File: src/rtl/arith_pkg.sv
// Shared arithmetic-library definitions: serial FSM state encoding
// and the bit-counter width rule used by serial arithmetic blocks.
package arith_pkg;

  typedef enum logic [1:0] {
    ST_IDLE  = 2'd0,
    ST_SHIFT = 2'd1,
    ST_DONE  = 2'd2
  } state_t;

  function automatic int cnt_w(input int w);
    return $clog2(w);
  endfunction

endpackage

File: src/rtl/full_subtractor.sv
// One-bit full subtractor cell: d = x - y - bin, bout = borrow out.
// Ports: x, y, bin in; d, bout out. Purely combinational.
module full_subtractor (
  input  logic x,
  input  logic y,
  input  logic bin,
  output logic d,
  output logic bout
);

  assign d    = x ^ y ^ bin;
  assign bout = (~x & y) | (~(x ^ y) & bin);

endmodule

File: src/rtl/serial_subtractor.sv
// Bit-serial a - b, LSB first, one bit per clock, start/busy/done.
// Ports: clk, rst_n, start, a, b in; busy, done, diff, borrow, ovf out.
module serial_subtractor
  import arith_pkg::*;
#(
  parameter int WIDTH = 8
) (
  input  logic             clk,
  input  logic             rst_n,
  input  logic             start,
  input  logic [WIDTH-1:0] a,
  input  logic [WIDTH-1:0] b,
  output logic             busy,
  output logic             done,
  output logic [WIDTH-1:0] diff,
  output logic             borrow,
  output logic             ovf
);

  localparam int CW = cnt_w(WIDTH);

  state_t           state_q;
  state_t           state_d;
  logic [WIDTH-1:0] a_sr;
  logic [WIDTH-1:0] b_sr;
  logic [WIDTH-1:0] r_sr;
  logic [CW-1:0]    cnt_q;
  logic             bq;
  logic             amsb;
  logic             bmsb;
  logic [WIDTH-1:0] diff_q;
  logic             borrow_q;
  logic             ovf_q;
  logic             d;
  logic             bout;
  logic             acc;
  logic             last;

  full_subtractor u_fs (
    .x    (a_sr[0]),
    .y    (b_sr[0]),
    .bin  (bq),
    .d    (d),
    .bout (bout)
  );

  // start is only honoured outside SHIFT (IDLE or back-to-back DONE)
  assign acc  = start && (state_q != ST_SHIFT);
  assign last = (cnt_q == CW'(WIDTH - 1));

  always_ff @(posedge clk or negedge rst_n) begin
    if (!rst_n) state_q <= ST_IDLE;
    else        state_q <= state_d;
  end

  always_comb begin
    state_d = state_q;
    unique case (state_q)
      ST_IDLE:  if (start) state_d = ST_SHIFT;
      ST_SHIFT: if (last)  state_d = ST_DONE;
      ST_DONE:  state_d = start ? ST_SHIFT : ST_IDLE;
      default:  state_d = ST_IDLE;
    endcase
  end

  always_ff @(posedge clk or negedge rst_n) begin
    if (!rst_n) begin
      a_sr     <= '0;
      b_sr     <= '0;
      r_sr     <= '0;
      cnt_q    <= '0;
      bq       <= 1'b0;
      amsb     <= 1'b0;
      bmsb     <= 1'b0;
      diff_q   <= '0;
      borrow_q <= 1'b0;
      ovf_q    <= 1'b0;
    end else if (acc) begin
      a_sr  <= a;
      b_sr  <= b;
      amsb  <= a[WIDTH-1];
      bmsb  <= b[WIDTH-1];
      bq    <= 1'b0;
      cnt_q <= '0;
    end else if (state_q == ST_SHIFT) begin
      a_sr  <= a_sr >> 1;
      b_sr  <= b_sr >> 1;
      r_sr  <= {d, r_sr[WIDTH-1:1]};
      bq    <= bout;
      cnt_q <= cnt_q + 1'b1;
      // last bit: publish result; d is the result MSB
      if (last) begin
        diff_q   <= {d, r_sr[WIDTH-1:1]};
        borrow_q <= bout;
        ovf_q    <= (amsb ^ bmsb) & (d ^ amsb);
      end
    end
  end

  assign busy   = (state_q == ST_SHIFT);
  assign done   = (state_q == ST_DONE);
  assign diff   = diff_q;
  assign borrow = borrow_q;
  assign ovf    = ovf_q;

endmodule

File: config.mk
export PLATFORM = sky130hd
export DESIGN_NAME = serial_subtractor
export DESIGN_NICKNAME = d
export VERILOG_FILES = /design/src/rtl/arith_pkg.sv /design/src/rtl/full_subtractor.sv /design/src/rtl/serial_subtractor.sv
export SDC_FILE = /design/constraint.sdc
export NUM_CORES = 1
export LEC_CHECK = 0
export CAP_MARGIN = 20
export CELL_PAD_IN_SITES_DETAIL_PLACEMENT = 0
export CELL_PAD_IN_SITES_GLOBAL_PLACEMENT = 1
export CORE_ASPECT_RATIO = 1.2
export CORE_MARGIN = 10
export CORE_UTILIZATION = 44
export CTS_CLUSTER_DIAMETER = 150
export DETAILED_ROUTE_END_ITERATION = 16
export HOLD_SLACK_MARGIN = 0.1
export PLACE_DENSITY = 0.93
export SYNTH_ARGS = -nofsm -noshare
export SYNTH_HDL_FRONTEND = slang
export SYNTH_SLANG_ARGS = --single-unit
export TNS_END_PERCENT = 10
File: constraint.sdc
create_clock -name clk -period 2.45 [get_ports clk]
set_input_delay 0.735 -clock clk [delete_from_list [all_inputs] [get_ports clk]]
set_output_delay 0.735 -clock clk [all_outputs]
set_load 0.005 [all_outputs]
After elaboration in Yosys (flattened, before gate mapping)
Index checks and enable logic that the tools add are counted.
- add/subtract/negate cells: 1
- equality and inequality tests: 6
- mux-type cells: 12
- bitwise gates (word level): 11
- reduce and logical (&&, ||, !) cells: 6
- operators by type and width (cell ; count):
    $mux 8 ; 4
    $mux 3 ; 2
    $pmux 2 s3 ; 1
    $mux 2 ; 2
    $ne 2x1->1 const B ; 2
    $reduce_and 2->1 ; 2
    $xor 1x1->1 ; 4
    $add 3x1->3 const B ; 1
    $and 1x1->1 ; 3
    $eq 3x3->1 const B ; 1
    $mux 1 ; 3
    $not 1->1 ; 3
    $reduce_and 3->1 ; 1
    $eq 2x1->1 const B ; 1
    $eq 2x2->1 const B ; 1
    $logic_not 2->1 ; 1
    $ne 2x2->1 const B ; 1
    $reduce_bool 2->1 ; 1
    $logic_and 1x1->1 ; 1
    $or 1x1->1 ; 1
- register bits: 42
- input bits: 19
- output and inout port bits: 12
- logic and storage cells: 47

Logic depth before layout (Yosys ltp)
- depth in word-level cells: 6
- gate-level depth with buffers: 6
- depth with buffers taken out: 5

Modules after synthesis
From an unflattened synthesis, not the netlist that was laid out.
- cell total of the unflattened synthesis: 158
- area, all modules: 1821.7 µm²
- by module, submodules not included (module ; instances ; cells an instance ; area an instance (µm²) ; sequential area each (µm²)):
    serial_subtractor ; 1 ; 154 ; 1790.5 ; 1026.0
    full_subtractor ; 1 ; 4 ; 31.3 ; 0.0

Worst setup path after synthesis
OpenSTA, ideal clock, no wires.
- path kind: register to output
- from: reg state_q[1]
- to: out busy
- data arrival time: 799 ps
- data required time: 1715 ps
- path slack: 916 ps
- cell stages (with the launch flop): 4
- path buffers: 1
- path through: dfrtp_1 > nand2b_1 > inv_2 > buf_4
- cells in the longest elaborated chain, start to end: 1
- RTL lines (what ; RTL line ; RTL):
    start: declaration ; serial_subtractor.sv:22 ; state_t state_q;
    start signal: assignment ; serial_subtractor.sv:53 ; else state_q <= state_d;
    $eq 2x1->1 ; serial_subtractor.sv:100 ; assign busy = (state_q == ST_SHIFT);
    end: declaration ; serial_subtractor.sv:13 ; output logic busy,
No other way between the ends.

Worst setup path in the final report
Same ends and word-level chain as after synthesis.

==> metrics.yaml <==
outcome:
  status: "finished clean"
finish:
  seqCellArea_sq_um: 1030
  fin_cells: 244
  drive_gt1_frac: 0.116
  fill_cells: 356
  antenna_cells: 0
  area_delta_synth_final_pct: 23.0
  fin_area_sq_um: 2190
  multi_input_area_sq_um: 673
  layout.nets: 211
yosys:
  synth_edf_count: 0
  synth.top_cell.area_share: 0.576
  ys_ff_latch: 41
  ys_top_cells_by_count: "nand2_1 (43), dfrtp_1 (41), mux2i_1 (17), o21ai_0 (17)"
  yosysUniqueCellTypes: 23
  synth-main-ff-cell: "dfrtp_1"
  yosysSeqAreaShare: 0.576
  yosysMostFrequentCell: "nand2_1"
  syn_area_per_cell_sq_um: 11.4
  syn_inst: 156
  synthesis.nets: 178
  synth_area_leader_cell: "dfrtp_1"
  ys_async_sr_fraction: 1.00
  netlist_area_sq_um: 1780
  ys_top_cells_by_area: "dfrtp_1 (58%), mux2i_1 (9.6%), nand2_1 (9.1%)"
  synth_warnings: 0
timing:
  fmax_mhz: 466
  worstMarginPinSlew_ns: 0.508
  finalSetupTns_ns: 0
  drv_slew: 0
  rsz0062_at_grt: "false"
  relSlewSlack: 0.661
  period_needed_ns: 2.14
  fin_hold_ws_ns: 0.479
  finalHoldViolCount: 0
  period_share: 0.875
  clock_skew_ns: 0.00260
  setup_viol: 0
floorplanning:
  fp.dieArea_sq_um: 7000
  row_count: 25
  die_w_um: 78.1
  die_h_um: 89.7
  num_io_pins: 31
  core_area_sq_um: 3910
  start_util: 0.455
global_routing:
  grt_util_met2: 0.173
  grt_pass1_wl_um: 5530
  antenna_found_initial: 0
  grt_max_degree: 42
  grtUsageMet1: 0.0974
  grt_pass1_vias: 1304
  grt.met3_usage: 0.0528
  gr-max-usage-layer: "met2"
  grt_overflow: 0
  grt_usage: 0.0973
detailed_routing:
  wl_per_cell_um: 13.3
  drt_iter0_markers: 75
  ant_nets: 0
  dr.pass1.iters: 4
  vias: 1182
  routed_wl_um: 3250
  viasPerCell: 4.84
  drc: 0
setup_path:
  critPathRequiredTime_ns: 1.71
  crit_type: "reg2out"
  timing.rr.start: "cnt_q[0]"
  worstPathArrival_ns: 1.41
  cp-start-kind: "register"
  cp-end-kind: "primary output"
  crit_fanout: 3
  ff2ff_path_depth: 4
  rrSetupSlack_ns: 0.92
  reg2reg_to: "diff[0]"
clocking:
  cts_resized: 0
  cts_made_buffers: 5
  clock_latency_ns: 0.28
  numClockSinks: 41
  cts_max_level: 2
  path_clk_slew_ns: 0.07
  cts_setup_buffers: 0
  clockRootBuffer: "clkbuf_8"
  clock_path_buffers: 2
  ctsHoldBuffers: 0
  cts_tree: "built"
min_path:
  min_path_type: "reg2reg"
  hp-start: "r_sr[1]"
  hold_depth: 2
  hold_end: "r_sr[1]"
placement:
  placed_area_sq_um: 2110
  dp.cells: 236
  portBuffers: 30
  gp_congestion: 0.730
  detailed_place_hpwl_um: 2370
power_and_ir_drop:
  ir_worst_vdd_mv: 0.571
  power_density_nw_per_um2: 1110
  power.leakage_nw: 1.07
job:
  maxCapViolCount: 0
==> per-layer routing <==
metal / wire, um / part of all wire
met3: 254 / 0.078
met5: 0 / 0
met2: 1560 / 0.48
met1: 1400 / 0.43
met4: 35 / 0.011
==> cells by family (layout without fill, tap and decap cells) <==
family	count (synthesis)	after routing	share of synthesized area
AOI/OAI and AO/OA	21	21	0.0597
adders and majority gates	3	3	0.0253
buffers and inverters	13	47	0.0457
DFF	41	41	0.576
muxes	27	27	0.169
and+or+nand+nor	51	51	0.124
==> report_power, final <==
| group | internal (mW) | total, mW | switching (mW) |
|---|---|---|---|
| registers | 0.964 | 1.14 | 0.172 |
| clock network | 0.202 | 0.408 | 0.206 |
| logic | 0.465 | 0.878 | 0.413 |
==> through the flow <==
| step | worst slack, ns | power (mW) | util |
|---|---|---|---|
| floorplan | 0.916 | 1.71 | - |
| global placement | 0.449 | 1.99 | 0.540 |
| detailed placement | 0.390 | 2.06 | 0.540 |
| CTS | 0.287 | 2.47 | 0.560 |
| global route | 0.253 | 2.64 | 0.560 |
| finish | 0.306 | 2.42 | 0.560 |
==> final cells by class <==
| cell class | count | area share |
|---|---|---|
| flip-flops and latches | 41 | 0.468 |
| multi-input cells | 102 | 0.307 |
| well taps | 54 | 0.0308 |
| clock buffers | 8 | 0.0366 |
| repair buffers | 34 | 0.148 |
| inverters | 5 | 0.00857 |
==> state kept, by name (all words and copies together) (netlist names) <==
name and cells:
borrow 1, cnt_q 3, diff 8, r_sr 7, bmsb 1, amsb 1
a_sr 8, b_sr 8, state_q 2, bq 1, ovf 1
==> placed cells by master (no fill, tap or decap) <==
cell | synthesis | layout
buf_2 | 1 | 1
nand2b_1 | 1 | 1
nand2_1 | 43 | 43
o22ai_1 | 1 | 1
ha_1 | 2 | 2
nor2b_1 | 2 | 2
o21ai_0 | 17 | 17
buf_4 | 4 | 4
dfrtp_1 | 41 | 41
mux2i_1 | 17 | 17
inv_1 | 4 | 4
a21oi_1 | 1 | 1
nor3b_1 | 1 | 1
o21ai_1 | 2 | 2
inv_2 | 1 | 1
clkdlybuf4s50_1 | 0 | 29
clkbuf_8 | 0 | 5
mux2_2 | 5 | 5
fa_1 | 1 | 1
clkbuf_1 | 0 | 3
nor2_1 | 2 | 2
nand3b_4 | 1 | 1
nand3_1 | 1 | 1
mux2_4 | 5 | 5
==> worst max path at each step <==
stage,startpoint,slack (ns),to
finish,state_q[1],0.31,busy
detailed placement,start,0.39,amsb
global placement,start,0.45,amsb
CTS,state_q[1],0.29,busy
floorplan,state_q[1],0.92,busy
global route,state_q[1],0.25,busy
==> critical path, cell delays in order, from the launching register on <==
cell and delay, ns:
dfrtp_1 0.39, nand2b_1 0.17, inv_2 0.06, clkdlybuf4s50_1 0.50
Power figures use the tool's default switching activity.
